$ cat src/rtl/ahb_slavemux_n.sv
// -----------------------------------------------------------------------------
// ahb_slavemux_n
//
// Purpose:
//   AHB-Lite slave-side response multiplexer for NUM_SLV slaves. It captures
//   the address-phase slave select when i_hready=1. During the following data
//   phase it routes the selected slave's HREADYOUT, HRESP and HRDATA back to
//   the master. Active transfers that select no slave are answered by a
//   built-in default slave with the standard two-cycle ERROR response.
//
// Optional feature (macro AHB_SLAVEMUX_TIMEOUT_EN):
//   Defining the macro adds a data-phase stall watchdog. If the selected slave
//   holds HREADYOUT low for TO_CYCLES consecutive data-phase cycles, the
//   transfer is aborted with an ERROR response. The watchdog then raises the
//   sticky o_to_flag, which stays set until i_hreset. When the macro is not
//   defined, the watchdog is not built, o_to_flag is tied low and a stalled
//   data phase waits indefinitely.
//
// Parameters:
//   NUM_SLV    number of slave ports (1..16)
//   DW         read-data width per slave
//   TO_CYCLES  stall limit in data-phase cycles (2..255), used only with the
//              watchdog
//
// Ports:
//   i_hclk         clock, all state changes on the rising edge
//   i_hreset       synchronous active-high reset
//   i_hready       HREADY fed back from the bus
//   i_htrans       address-phase transfer type (bit 1 set = NONSEQ/SEQ)
//   i_hsel         address-phase slave selects, one bit per slave
//   i_hreadyout_s  per-slave HREADYOUT
//   i_hresp_s      per-slave HRESP
//   i_hrdata_s     per-slave HRDATA, slave i at [i*DW +: DW]
//   o_hreadyout    HREADY to the master and to the slaves
//   o_hresp        HRESP to the master
//   o_hrdata       HRDATA to the master
//   o_to_flag      sticky stall-timeout indicator
// -----------------------------------------------------------------------------
module ahb_slavemux_n #(
    parameter int unsigned NUM_SLV   = 4,
    parameter int unsigned DW        = 32,
    parameter int unsigned TO_CYCLES = 16
) (
    input  logic                  i_hclk,
    input  logic                  i_hreset,
    input  logic                  i_hready,
    input  logic [1:0]            i_htrans,
    input  logic [NUM_SLV-1:0]    i_hsel,
    input  logic [NUM_SLV-1:0]    i_hreadyout_s,
    input  logic [NUM_SLV-1:0]    i_hresp_s,
    input  logic [NUM_SLV*DW-1:0] i_hrdata_s,
    output logic                  o_hreadyout,
    output logic                  o_hresp,
    output logic [DW-1:0]         o_hrdata,
    output logic                  o_to_flag
);

    localparam int unsigned IW = (NUM_SLV > 1) ? $clog2(NUM_SLV) : 1;

    typedef enum logic [1:0] {
        StIdle = 2'd0,
        StData = 2'd1,
        StErr1 = 2'd2,
        StErr2 = 2'd3
    } state_e;

    // -------------------------------------------------------------------------
    // Registers
    // -------------------------------------------------------------------------
    state_e          r_state;
    logic            r_sel_vld;   // a slave owns the current data phase
    logic [IW-1:0]   r_sel_idx;   // index of that slave

    // -------------------------------------------------------------------------
    // Combinational signals
    // -------------------------------------------------------------------------
    state_e          w_state_nxt;
    logic            w_sel_vld_nxt;
    logic [IW-1:0]   w_sel_idx_nxt;

    logic            w_any_sel;
    logic [IW-1:0]   w_lo_idx;
    logic            w_slv_rdy;
    logic            w_slv_resp;
    logic [DW-1:0]   w_slv_rdata;
    logic            w_stalled;
    logic            w_timeout;

    // -------------------------------------------------------------------------
    // Address-phase select decode: lowest asserted index wins.
    // Scanning from the top down lets the lowest set bit overwrite the rest.
    // -------------------------------------------------------------------------
    assign w_any_sel = |i_hsel;

    always_comb begin
        w_lo_idx = '0;
        for (int i = int'(NUM_SLV) - 1; i >= 0; i--) begin
            if (i_hsel[i]) begin
                w_lo_idx = IW'(i);
            end
        end
    end

    // -------------------------------------------------------------------------
    // Data-phase response mux. A compare loop is used instead of a variable
    // index, so an index encoding above NUM_SLV-1 selects nothing.
    // -------------------------------------------------------------------------
    always_comb begin
        w_slv_rdy   = 1'b1;
        w_slv_resp  = 1'b0;
        w_slv_rdata = '0;
        for (int i = 0; i < int'(NUM_SLV); i++) begin
            if (r_sel_idx == IW'(i)) begin
                w_slv_rdy   = i_hreadyout_s[i];
                w_slv_resp  = i_hresp_s[i];
                w_slv_rdata = i_hrdata_s[i*DW +: DW];
            end
        end
    end

    assign w_stalled = (r_state == StData) && r_sel_vld && !w_slv_rdy;

    // -------------------------------------------------------------------------
    // Optional stall watchdog
    // -------------------------------------------------------------------------
`ifdef AHB_SLAVEMUX_TIMEOUT_EN
    logic [7:0] r_stall_cnt;
    logic       r_to_flag;

    // The count equals the number of stalled cycles already seen. The limit
    // therefore fires on the TO_CYCLES-th consecutive stalled cycle.
    assign w_timeout = w_stalled && (r_stall_cnt == 8'(TO_CYCLES - 1));

    always_ff @(posedge i_hclk) begin
        if (i_hreset) begin
            r_stall_cnt <= 8'd0;
            r_to_flag   <= 1'b0;
        end else begin
            if (w_timeout) begin
                r_stall_cnt <= 8'd0;
                r_to_flag   <= 1'b1;
            end else if (w_stalled) begin
                r_stall_cnt <= r_stall_cnt + 8'd1;
            end else begin
                r_stall_cnt <= 8'd0;
            end
        end
    end

    assign o_to_flag = r_to_flag;
`else
    assign w_timeout = 1'b0;
    assign o_to_flag = 1'b0;
`endif

    // -------------------------------------------------------------------------
    // FSM state and sampled-select registers
    // -------------------------------------------------------------------------
    always_ff @(posedge i_hclk) begin
        if (i_hreset) begin
            r_state   <= StIdle;
            r_sel_vld <= 1'b0;
            r_sel_idx <= '0;
        end else begin
            r_state   <= w_state_nxt;
            r_sel_vld <= w_sel_vld_nxt;
            r_sel_idx <= w_sel_idx_nxt;
        end
    end

    // -------------------------------------------------------------------------
    // Next-state logic
    // -------------------------------------------------------------------------
    always_comb begin
        w_state_nxt   = r_state;
        w_sel_vld_nxt = r_sel_vld;
        w_sel_idx_nxt = r_sel_idx;

        unique case (r_state)
            StIdle, StData: begin
                if (w_timeout) begin
                    // Abort the stalled transfer; the slave is masked from now on.
                    w_state_nxt   = StErr1;
                    w_sel_vld_nxt = 1'b0;
                    w_sel_idx_nxt = '0;
                end else if (i_hready) begin
                    // A new address phase is accepted only when the bus is ready.
                    w_sel_vld_nxt = i_htrans[1] && w_any_sel;
                    w_sel_idx_nxt = (i_htrans[1] && w_any_sel) ? w_lo_idx : '0;
                    if (i_htrans[1]) begin
                        w_state_nxt = w_any_sel ? StData : StErr1;
                    end else begin
                        w_state_nxt = StIdle;
                    end
                end
                // If i_hready is low, the data phase is still in progress: hold.
            end

            StErr1: begin
                w_state_nxt   = StErr2;
                w_sel_vld_nxt = 1'b0;
                w_sel_idx_nxt = '0;
            end

            StErr2: begin
                // The master sees the second ERROR cycle; its next address is dropped.
                w_state_nxt   = StIdle;
                w_sel_vld_nxt = 1'b0;
                w_sel_idx_nxt = '0;
            end

            default: begin
                w_state_nxt   = StIdle;
                w_sel_vld_nxt = 1'b0;
                w_sel_idx_nxt = '0;
            end
        endcase
    end

    // -------------------------------------------------------------------------
    // Output logic. Reset forces the idle response right away, so the bus
    // sees a clean OKAY/ready response during reset, even before the first
    // clock edge.
    // -------------------------------------------------------------------------
    always_comb begin
        o_hreadyout = 1'b1;
        o_hresp     = 1'b0;
        o_hrdata    = '0;

        if (!i_hreset) begin
            unique case (r_state)
                StData: begin
                    if (r_sel_vld) begin
                        o_hreadyout = w_slv_rdy;
                        o_hresp     = w_slv_resp;
                        o_hrdata    = w_slv_rdata;
                    end
                end
                StErr1: begin
                    o_hreadyout = 1'b0;
                    o_hresp     = 1'b1;
                end
                StErr2: begin
                    o_hreadyout = 1'b1;
                    o_hresp     = 1'b1;
                end
                default: begin
                    o_hreadyout = 1'b1;
                    o_hresp     = 1'b0;
                end
            endcase
        end
    end

endmodule
$ cat config.mk
export PLATFORM = sky130hd
export DESIGN_NAME = ahb_slavemux_n
export DESIGN_NICKNAME = d
export VERILOG_FILES = /design/src/rtl/ahb_slavemux_n.sv
export SDC_FILE = /design/constraint.sdc
export NUM_CORES = 1
export LEC_CHECK = 0
export CAP_MARGIN = 20
export CORE_MARGIN = 2
export CORE_UTILIZATION = 27
export CTS_CLUSTER_DIAMETER = 40
export CTS_CLUSTER_SIZE = 25
export DETAILED_ROUTE_END_ITERATION = 16
export PLACE_DENSITY_LB_ADDON = 0.08
export REMOVE_ABC_BUFFERS = 1
export SYNTH_ARGS = -nofsm -noshare
export SYNTH_HDL_FRONTEND = slang
export SYNTH_SLANG_ARGS = --single-unit
$ cat constraint.sdc
create_clock -name i_hclk -period 3.7 [get_ports i_hclk]
set_input_delay 0.74 -clock i_hclk [delete_from_list [all_inputs] [get_ports i_hclk]]
set_output_delay 0.74 -clock i_hclk [all_outputs]
set_load 0.02 [all_outputs]
==> run summary, run 1 <==
Slew Limit Fails: 0
Cells after synthesis: 111
Drc violations: 0
Die Y: 74.5 um
Cell mode on critical path: clkdlybuf4s50_1
Synth Area in XOR/XNOR: 0%
Leakage: 1.06 nW
Via/cell ratio: 4.75
Worst EP arrival: 2.58 ns
Place WS: 0.360 ns
Count leader, synth: nor2b_1
Max-cap violations: 0
Insertion delay to the later sink of the worst-skew pair: 0.22 ns
Area grow syn2layout: 137%
Setup tns final: 0 ns
Design area: 3190 um2
Sequential cell area fraction in the yosys report: 7.46%
Combined area of the multi-input logic cells: 1120 um2
CP max stage cell: clkdlybuf4s50_1
Synth cell types: 23
Finished Layout Cells: 352
Final critical-path required period: 3.32 ns
# setup viols final: 0
Mapped Avg Cell Area: 12.1 um2
DRT iter0 DRCs: 23
Post-CTS setup buffers: 0
Post-synth top cells: nor2b_1 (32), mux4_2 (31), buf_2 (6)
Die width: 74.5 um
F_max: 301 MHz
Largest delay share family, worst path: buffers and inverters
Slowest stage delay, CP: 0.64 ns
Yosys warns: 0
Fraction of the mapped netlist area in adder cells: 0%
# port buffers: 177
Top_reg_cell synth: dfxtp_1
Routed Antenna Nets: 0
Placer congestion estimate: 0.801
Post-synthesis compound-gate area fraction: 3.73%
Final worst slack: 0.378 ns
Gr usage total: 19.4%
Placed inst area: 3140 um2
Critical Path RT: 2.96 ns
Peak supply drop: 0.206 mV
N_diodes: 0
CP Launch Type: input pin
Longest Clk Path Bufs: 2
Vias in the first global route: 1673
Pwr Total: 385 uW
Fin. Hold Viols: 0
Pwr dens: 121 nW/um2
HP Class: flop to flop
Antenna violations before repair: 0
Run status: finished, final reports clean
EDFF count, synth: 0
CTS tree: done
Synth Area in Simple Gates: 21.7%
Post-synthesis mux area share: 57.9%
FF+latch count, synth: 5
Seq. cell area: 101 um2
RSZ-0062 raised after global routing: no
Global-route wire length before repair: 8160 um
CP max FO: 27
Final period utilization: 89.8%
Clock skew: 0.00161 ns
Async set-reset flop share out of synthesis: 0%
DIE AREA: 5550 um2
Fill count: 406
Final net count: 431
CP Capture Type: primary output
Top post-synthesis cells by area: mux4_2 (52%), nor2b_1 (15%), dfxtp_1 (7.5%)
DP HPWL: 4880 um
WL per Instance: 16.2 um
CTS Hold Bufs: 0
Layout cells sized above 1: 14.7%
Mapped cell area: 1340 um2
Placed Cells: 348
Routed WL: 5690 um
Htree depth: 1
Pre-antenna DRT Iters: 4
Std cell rows: 25
Area share of the largest cell type after synthesis: 52.0%
Core ar.: 4750 um2
Util after Layout: 67.0%
# resized after CTS: 0
Worst-path clk slew: 0.03 ns
Setup CP Type: input pin to primary output
I/O Pins: 180
CP Cell Sequence: clkdlybuf4s50_1, nor2_1, nand3_1, buf_12, nor2b_1, clkdlybuf4s50_1
Vias: 1673
Sink Count: 5
Starting density of the core: 28.2%
Global route overflow: 0
TritonCTS Buffers: 3
Worst Path Buf+Inv: 3
Biggest area consumer among synthesized cells: mux4_2
Worst hold margin: 0.470 ns
Largest family of logic cells by synthesized area: multiplexers
Largest net degree at the start of global routing: 28
Root buffer cell: clkbuf_8
[logic make-up (layout without fill, tap and decap cells)]
| logic type | count (synthesis) | count (layout) |
|---|---|---|
| simple gates | 49 | 49 |
| other cells | 1 | 1 |
| mux | 34 | 34 |
| flops | 5 | 5 |
| buf+inv | 14 | 188 |
| compound gates | 8 | 8 |
[final timing paths]
check	from	to	slack [ns]	cells after the start
setup / recovery	i_hreset	o_hrdata[21]	0.38	6
hold / removal	r_sel_vld	r_sel_vld	0.47	2
setup reg to reg	r_sel_idx[1]	r_sel_idx[1]	2.54	3
hold reg to reg	r_sel_vld	r_sel_vld	0.47	2
[cell usage in the layout (no fill, tap or decap), types with 2 or more instances in the layout]
cell type,n
a21oi_1,4
a31oi_1,2
buf_4,5
clkbuf_8,3
clkdlybuf4s50_1,177
dfxtp_1,4
mux4_1,3
mux4_2,31
nand2_1,5
nand3_1,2
nor2_1,5
nor2b_1,32
[worst min-delay path, cell delays in order (launching register included)]
cell and delay [ns]:
dfxtp_1 0.31, nand2_1 0.06, a21oi_1 0.05
[where the power goes]
part / total, mW / switching, mW / internal (mW)
Sequential: 0.0599 / 0.00352 / 0.0564
Clock: 0.0988 / 0.0250 / 0.0738
Combinational: 0.226 / 0.0415 / 0.185
[state kept, by name, summed over array words and instances, names as in the netlist]
register	cells
r_sel_idx	2
r_sel_vld	1
r_state	2
[layer usage]
| layer | track usage [%] | share of wire [%] | vias up |
|---|---|---|---|
| li1 | - | - | 788 |
| met5 | 0 | 0 | - |
| met2 | 36.6 | 52 | 104 |
| met4 | 3.57 | 1.0 | 0 |
| met3 | 5.01 | 12 | 6 |
| met1 | 22.0 | 34 | 775 |
[area by class of cell]
| type | count | area share [%] |
|---|---|---|
| Timing Repair Buffer | 183 | 57.4 |
| Tap cell | 67 | 2.63 |
| Inverter | 1 | 0.118 |
| Clock buffer | 4 | 1.41 |
| Multi-Input combinational cell | 92 | 35.2 |
| Sequential cell | 5 | 3.18 |
(Power assumes the default switching activity.)
==> run 2, diff against run 1 <==
--- a/config.mk
+++ b/config.mk
@@ -6,12 +6,13 @@
 export NUM_CORES = 1
 export LEC_CHECK = 0
 export CAP_MARGIN = 20
+export CORE_ASPECT_RATIO = 0.7
 export CORE_MARGIN = 2
 export CORE_UTILIZATION = 27
 export CTS_CLUSTER_DIAMETER = 40
 export CTS_CLUSTER_SIZE = 25
 export DETAILED_ROUTE_END_ITERATION = 16
-export PLACE_DENSITY_LB_ADDON = 0.08
+export PLACE_DENSITY = 0.87
 export REMOVE_ABC_BUFFERS = 1
 export SYNTH_ARGS = -nofsm -noshare
 export SYNTH_HDL_FRONTEND = slang
==> run 2 against run 1 <==
Clock skew increased by 0.0021 ns. Cell count unchanged. First-iteration DRC count increased by 96%. Core utilization decreased by 0.39 points. Via count increased by 0.84%. Largest power group unchanged. Die area increased by 0.16%. Register-to-register slack improved by 0.13 ns. Critical path depth unchanged. Critical endpoint is now o_hrdata[15].
==> run summary, run 2 (same netlist as run 1, synthesis figures left out) <==
Biggest regs: r_sel_idx (2), r_state (2), r_sel_vld (1)
CP Launch Type: input pin
CTS tree: done
Most frequent cells in the layout: clkdlybuf4s50_1 (177), nor2b_1 (32), mux4_2 (31)
Htree depth: 1 (unchanged)
Root buffer cell: clkbuf_8
Worst Hold Path EP: r_sel_vld
Layout cells sized above 1: 14.1% (-0.60 points)
DIE AREA: 5560 um2 (+0.16%)
Setup tns final: 0 ns (unchanged)
Post-CTS setup buffers: 0 (unchanged)
Routed met3 length: 543 um (-22%)
Antenna violations before repair: 0 (unchanged)
Routed WL: 5560 um (-2.3%)
N_diodes: 0 (unchanged)
Seq. cell area: 101 um2 (unchanged)
Post-Route M1 WL: 2120 um (+9.1%)
Most common cell after layout, fill and taps aside: clkdlybuf4s50_1
Via/cell ratio: 4.79 (+0.84%)
Drc violations: 0 (unchanged)
Hold path start: r_sel_vld
Setup CP Type: input pin to primary output
Sink Count: 5 (unchanged)
Global route overflow: 0 (unchanged)
Longest Clk Path Bufs: 2 (unchanged)
Pwr dens: 123 nW/um2 (+1.4%)
# setup viols final: 0 (unchanged)
# port buffers: 177 (unchanged)
Die Y: 63.0 um (-15%)
Leakage: 1.05 nW (-1.2%)
Worst EP arrival: 2.52 ns (-0.06 ns)
F_max: 307 MHz (+1.9%)
Final worst slack: 0.441 ns (+0.0628 ns)
Place WS: 0.445 ns (+0.0846 ns)
Insertion delay to the later sink of the worst-skew pair: 0.22 ns (about the same)
Pre-antenna DRT Iters: 4 (unchanged)
Std cell rows: 21 (-16%)
Worst hold margin: 0.514 ns (+0.0438 ns)
Routed Antenna Nets: 0 (unchanged)
Run status: finished, final reports clean
Relative slew slack: 59.6%
Peak supply drop: 0.0795 mV (-61%)
Core ar.: 4780 um2 (+0.58%)
HP Class: flop to flop
WL per Instance: 15.8 um (-2.3%)
Hold path cells: 2 (unchanged)
TritonCTS Buffers: 3 (unchanged)
Vias in the first global route: 1722 (+2.9%)
Clock skew: 0.00376 ns (+0.00215 ns)
Fill count: 380 (-6.4%)
Max-cap violations: 0 (unchanged)
Starting density of the core: 28.1% (-0.16 points)
Area grow syn2layout: 137% (unchanged)
Critical Path RT: 2.96 ns (about the same)
Global-route wire length before repair: 8310 um (+1.9%)
Placer congestion estimate: 0.741 (-7.5%)
DP HPWL: 4720 um (-3.4%)
Worst-path clk slew: 0.04 ns (about the same)
CP Capture Type: primary output
Fin. Hold Viols: 0 (unchanged)
CTS Hold Bufs: 0 (unchanged)
R2R Path Start: r_sel_idx[1]
Reg2reg end: r_sel_idx[1]
Gr usage total: 19.1% (-0.23 points)
I/O Pins: 180 (unchanged)
DRT iter0 DRCs: 45 (+96%)
Largest net degree at the start of global routing: 26 (-7.1%)
Slew Limit Fails: 0 (unchanged)
Vias: 1687 (+0.84%)
Max layer used: met4
Die width: 88.3 um (+18%)
Util after Layout: 66.6% (-0.39 points)
# resized after CTS: 0 (unchanged)
Final net count: 429 (-0.46%)
Final period utilization: 88.1% (-1.7 points)
Final critical-path required period: 3.26 ns (-0.0628 ns)
FF-to-FF setup slack: 2.67 ns (+0.13 ns)
CP max FO: 19 (-30%)
Worst Reg-to-Reg Cells: 2 (-1)
Combined area of the multi-input logic cells: 1120 um2 (unchanged)
RSZ-0062 raised after global routing: no
Worst-Margin Slew: 0.606 ns
Wire length on met2: 2870 um (-3.8%)
## run 2: changes by cell type in the layout (fill, tap and decap cells not counted), sizes merged
cell	before	now
buf	6	4
## run 2: critical path: stages
cell	delay, ns
clkdlybuf4s50_1	0.54
nor2_1	0.14
nand3_1	0.10
buf_4	0.22
nor2b_1	0.14
clkdlybuf4s50_1	0.63
## run 2: per-layer routing
| layer | GRT usage (%) | up-vias |
|---|---|---|
| met5 | 0 | - |
| li1 | - | 784 |
| met2 | 36.7 | 86 |
| met3 | 3.04 | 2 |
| met4 | 2.27 | 0 |
| met1 | 22.7 | 815 |
## run 2: final cells by class
cell class,instances,area share [%]
repair buffers,181,57.3
inverters,1,0.118
multi-input cells,92,35.2
flip-flops and latches,5,3.18
clock buffers,4,1.41
well taps,69,2.71
## run 2: power breakdown
group	total, mW	internal (mW)	switching [mW]
Combinational	0.227	0.185	0.0422
Sequential	0.0604	0.0562	0.00418
Clock	0.103	0.0742	0.0288
## run 2: how the worst max path moves through the flow
| stage | from | endpoint | slack [ns] | cells past startpoint |
|---|---|---|---|---|
| finish | i_hreset | o_hrdata[15] | 0.44 | 6 |
| floorplan | r_sel_idx[0] | o_hresp | 0.53 | 3 |
| global route | i_hreset | o_hreadyout | 0.36 | 6 |
| CTS | i_hreset | o_hrdata[15] | 0.44 | 6 |
| global placement | i_hreset | o_hreadyout | 0.45 | 6 |
| detailed placement | i_hreset | o_hreadyout | 0.45 | 6 |
## run 2: stage by stage
| step | cell area, um2 | std cells | total power, mW |
|---|---|---|---|
| global route | 3190 | 352 | 0.411 |
| floorplan | 1230 | 98 | 0.126 |
| detailed placement | 3140 | 348 | 0.289 |
| CTS | 3190 | 352 | 0.393 |
| finish | 3190 | 352 | 0.390 |
| global placement | 3140 | 348 | 0.285 |
==> patch 1: new RTL, flow settings as in run 1 <==
The parameter `DW` goes from 32 to 28.
--- a/src/rtl/ahb_slavemux_n.sv
+++ b/src/rtl/ahb_slavemux_n.sv
@@ -38,7 +38,7 @@
 // -----------------------------------------------------------------------------
 module ahb_slavemux_n #(
     parameter int unsigned NUM_SLV   = 4,
-    parameter int unsigned DW        = 32,
+    parameter int unsigned DW        = 28,
     parameter int unsigned TO_CYCLES = 16
 ) (
     input  logic                  i_hclk,
Ports: changed (resized i_hrdata_s and o_hrdata); port bits go from 180 to 160. No check against the original RTL was run, so the function may have changed too.
==> patch 1 against run 1 <==
- routed wire length down 15%
- critical path depth unchanged
- synthesized area is 14% lower
- non-clock buffer count is 22 lower
- global-route usage up 0.70 points
- register-to-register slack improved by 230 ps
- worst hold slack better by 31 ps
- critical path type unchanged
- sequential cell count stayed put
- synthesized cell count is 9.0% lower
- power decreased by 6.1%
- worst setup slack better by 51 ps
- largest power group unchanged
- final area shrank 12%
==> patch 1: results (changes against run 1) <==
area of placed instances=2770 um^2 (-12%); largest cells by area after synthesis=sky130_fd_sc_hd__mux4_2 58%, sky130_fd_sc_hd__nor2b_1 16%, sky130_fd_sc_hd__dfxtp_1 8.7%; PortBufs=157 (-11%); Max FO, Critical Path=16 (-41%); number of combinational gates with multiple inputs=84 (-8.7%); DRC marker count from the first detailed-route iteration=46 (+100%); summed instance area of the synthesized netlist=1156 um^2 (-14%); run status=finished clean; ClkCell Share=0.01600 (+0.001860); total placed cells including tap cells=301 (-14%); filler cell count=332 (-18%); combinational-cell power consumption=0.201 mW (-11%); per-cell via count in the routed design=5.026 (+5.8%); critical register-to-register path startpoint=r_state[1]; worst setup timing slack at the placement stage=429.5 ps (+69.06 ps); number of global-route vias before repair=1646 (-1.6%); Reg2Reg Capture Point=r_sel_idx[0]; signal buffers share of area=0.5733 (-0.0008978); flip-flop and latch share of the layout cell area=0.03600 (+0.004185); Syn Area/Cell=11.45 um^2 (-5.4%); largest net degree at the start of global routing=22 (-21%); total area of multi-input combinational cells=988.4 um^2 (-12%); fraction of the mapped netlist area in compound gates=0.04329 (+0.006011); r2r setup slk=2770 ps (+230 ps); non-clock buffer count in the final layout=161 (-12%); area growth from synthesis to final layout=143.5%; XOR/XNOR share of the synthesized area=0 (unchanged); fraction of synthesized area in multiplexers=0.5844 (+0.005664); layout cell share with drive strength beyond 1=0.1490 (+0.001651); Max Clock Skew=5.534 ps (+3.920 ps); Final GP Congestion=0.8526 (+6.4%); maximum VDD drop=106.2 uV (-48%); most frequent cells after synthesis=30 x sky130_fd_sc_hd__mux4_2, 29 x sky130_fd_sc_hd__nor2b_1, 5 x sky130_fd_sc_hd__dfxtp_1, 5 x sky130_fd_sc_hd__nand2_1, 5 x sky130_fd_sc_hd__nor2_1; slack of the critical path=429.2 ps (+50.98 ps); HPWL after DPL=4281 um (-12%); wire length of the first global-routing pass=7762 um (-4.8%); Cell variety after synth=21 (-8.7%); Cell Int Power=0.2939 mW (-6.6%); sequential power=0.0603 mW (+0.7%); worst-case hold slack=500.5 ps (+30.63 ps); proportion of synthesized chip area in sequential cells=0.08658 (+0.01202); Total GRT Usage=0.2006 (+0.007028)
[patch 1: cell types whose count changed in the layout (fill, tap and decap cells not counted), sizes merged]
| cell | before | now |
|---|---|---|
| nor2b | 33 | 29 |
| buf | 6 | 4 |
| clkdlybuf4s50 | 177 | 157 |
| mux4 | 34 | 30 |
[patch 1: how the worst max path moves through the flow]
stage / from / end
final: i_hreset / o_hreadyout
after global routing: i_hreset / o_hreadyout
after CTS: i_hreset / o_hreadyout
after detailed placement: i_hreset / o_hreadyout
after global placement: i_hreset / o_hreadyout
after floorplan: r_sel_idx[0] / o_hresp
[patch 1: worst min-delay path: stages, from the launching register on]
cell	delay [ps]
sky130_fd_sc_hd__dfxtp_1	320
sky130_fd_sc_hd__nand2_1	70
sky130_fd_sc_hd__a21oi_1	60
[patch 1: layer usage]
metal	GRT usage	routed length, um	vias to the layer above
li1	-	-	709
met1	0.2079	1686	712
met2	0.3953	2617	106
met3	0.05378	472	6
met4	0.04575	80	0
met5	0	0	-
==> patch 2: new RTL, settings of run 1 <==
Made on the original files. The 4 states of `state_e` get a one-hot encoding in 4 bits.
--- a/src/rtl/ahb_slavemux_n.sv
+++ b/src/rtl/ahb_slavemux_n.sv
@@ -57,11 +57,11 @@
 
     localparam int unsigned IW = (NUM_SLV > 1) ? $clog2(NUM_SLV) : 1;
 
-    typedef enum logic [1:0] {
-        StIdle = 2'd0,
-        StData = 2'd1,
-        StErr1 = 2'd2,
-        StErr2 = 2'd3
+    typedef enum logic [3:0] {
+        StIdle = 4'b0001,
+        StData = 4'b0010,
+        StErr1 = 4'b0100,
+        StErr2 = 4'b1000
     } state_e;
 
     // -------------------------------------------------------------------------
Function: no difference found for any inputs over 10 cycles, from zero or initial values and one cycle with i_hreset high; not proved beyond that.
==> patch 2 against run 1 <==
- combinational power down 4%
- synthesized area up 14%
- final cell count up 4.5%
- power up 5.6%
- worst hold slack better by 6.6 ps
- maximum frequency up 1.5%
- worst setup slack better by 50 ps
- routed wire length up 5.3%
- final area up 6.8%
- sequential cell count up 2
- global-route usage down 1.8 points
- non-clock buffer count down 3
- critical path type unchanged
- critical endpoint is now o_hreadyout
- largest power group unchanged
- highest routed layer unchanged
==> patch 2: results (changes against run 1) <==
run status=finished clean; Final GP Congestion=0.6880 (-14%); Post-Syn Instances=124 (+12%); largest registers=r_state: 4 flops, r_sel_idx: 2 flops, r_sel_vld: 1 flops; Max FO, Critical Path=34 (+26%); most frequent cells after synthesis=34 x sky130_fd_sc_hd__nor2b_1, 33 x sky130_fd_sc_hd__mux4_1, 8 x sky130_fd_sc_hd__nand2_1; total placed cells including tap cells=364 (+4.6%); metal3 WL=696 um (-0.14%); detail-routed net length per standard cell=16.28 um (+0.73%); Cell variety after synth=28 (+22%); routing usage on met2=0.3229 (-0.04290); net count of the finished layout=442 (+2.6%); r2r setup slk=2300 ps (-240 ps); layout cell share with drive strength beyond 1=0.03041 (-0.1170); final worst-path cycle share=0.8841 (-0.01363); Total GRT Usage=0.1760 (-0.01755); proportion of synthesized chip area in sequential cells=0.09158 (+0.01702); critical register-to-register path startpoint=r_state[3]; data arrival time of the critical path=2530 ps (-50 ps); wire length of the first global-routing pass=8666 um (+6.3%); vias=1827 (+9.2%); Max Clock Skew=4.205 ps (+2.592 ps); DRC marker count from the first detailed-route iteration=40 (+74%); Reg2Reg Capture Point=r_state[2]; total power density per cell area=119.3 nW/um^2 (-1.2%); largest cells by area after synthesis=sky130_fd_sc_hd__mux4_1 57%, sky130_fd_sc_hd__nor2b_1 14%, sky130_fd_sc_hd__dfxtp_1 9.2%; detailed-route wire length=5990 um (+5.3%); Clock power frac=0.262 (+0.005); maximum VDD drop=210.1 uV (+1.9%); capture point of the worst path=o_hreadyout; worst setup timing slack at the placement stage=406.1 ps (+45.63 ps); Cell Int Power=0.3314 mW (+5.3%); met1 usage=0.1990 (-0.02088); Static Leakage=1.190 nW (+12%); met3 usage in global routing=0.06591 (+0.01577); area of placed instances=3358 um^2 (+6.9%); delay contributed by the slowest stage of the critical path=600 ps (-40 ps); largest net degree at the start of global routing=35 (+25%)
patch 2: area by class of cell:
class / count / area [um^2]
fillers: 469 / 2103
flip-flops and latches: 7 / 141.4
inverters: 4 / 15.01
clock buffers: 4 / 45.04
well taps: 72 / 90.09
repair buffers: 180 / 1819
multi-input cells: 101 / 1292
patch 2: worst min-delay path by stage:
stage | endpoint | depth (start not counted)
final | r_sel_vld | 2
after global routing | r_sel_vld | 2
after CTS | r_sel_vld | 2
after detailed placement | r_sel_vld | 2
after global placement | r_sel_vld | 2
after floorplan | r_sel_vld | 2
patch 2: through the flow:
step,hold WS [ps],util
floorplan,445.1,-
global placement,481.1,0.6099
detailed placement,471.9,0.6099
CTS,477.2,0.6180
global route,500.1,0.6180
finish,476.5,0.6180
patch 2: logic make-up after synthesis:
group / share of synthesized area
xor gates and xnor gates: 0.005725
buffers and inverters: 0.06377
DFF: 0.09158
muxes: 0.5814
and+or+nand+nor: 0.2036
other: 0.002451
AOI/OAI and AO/OA: 0.05152
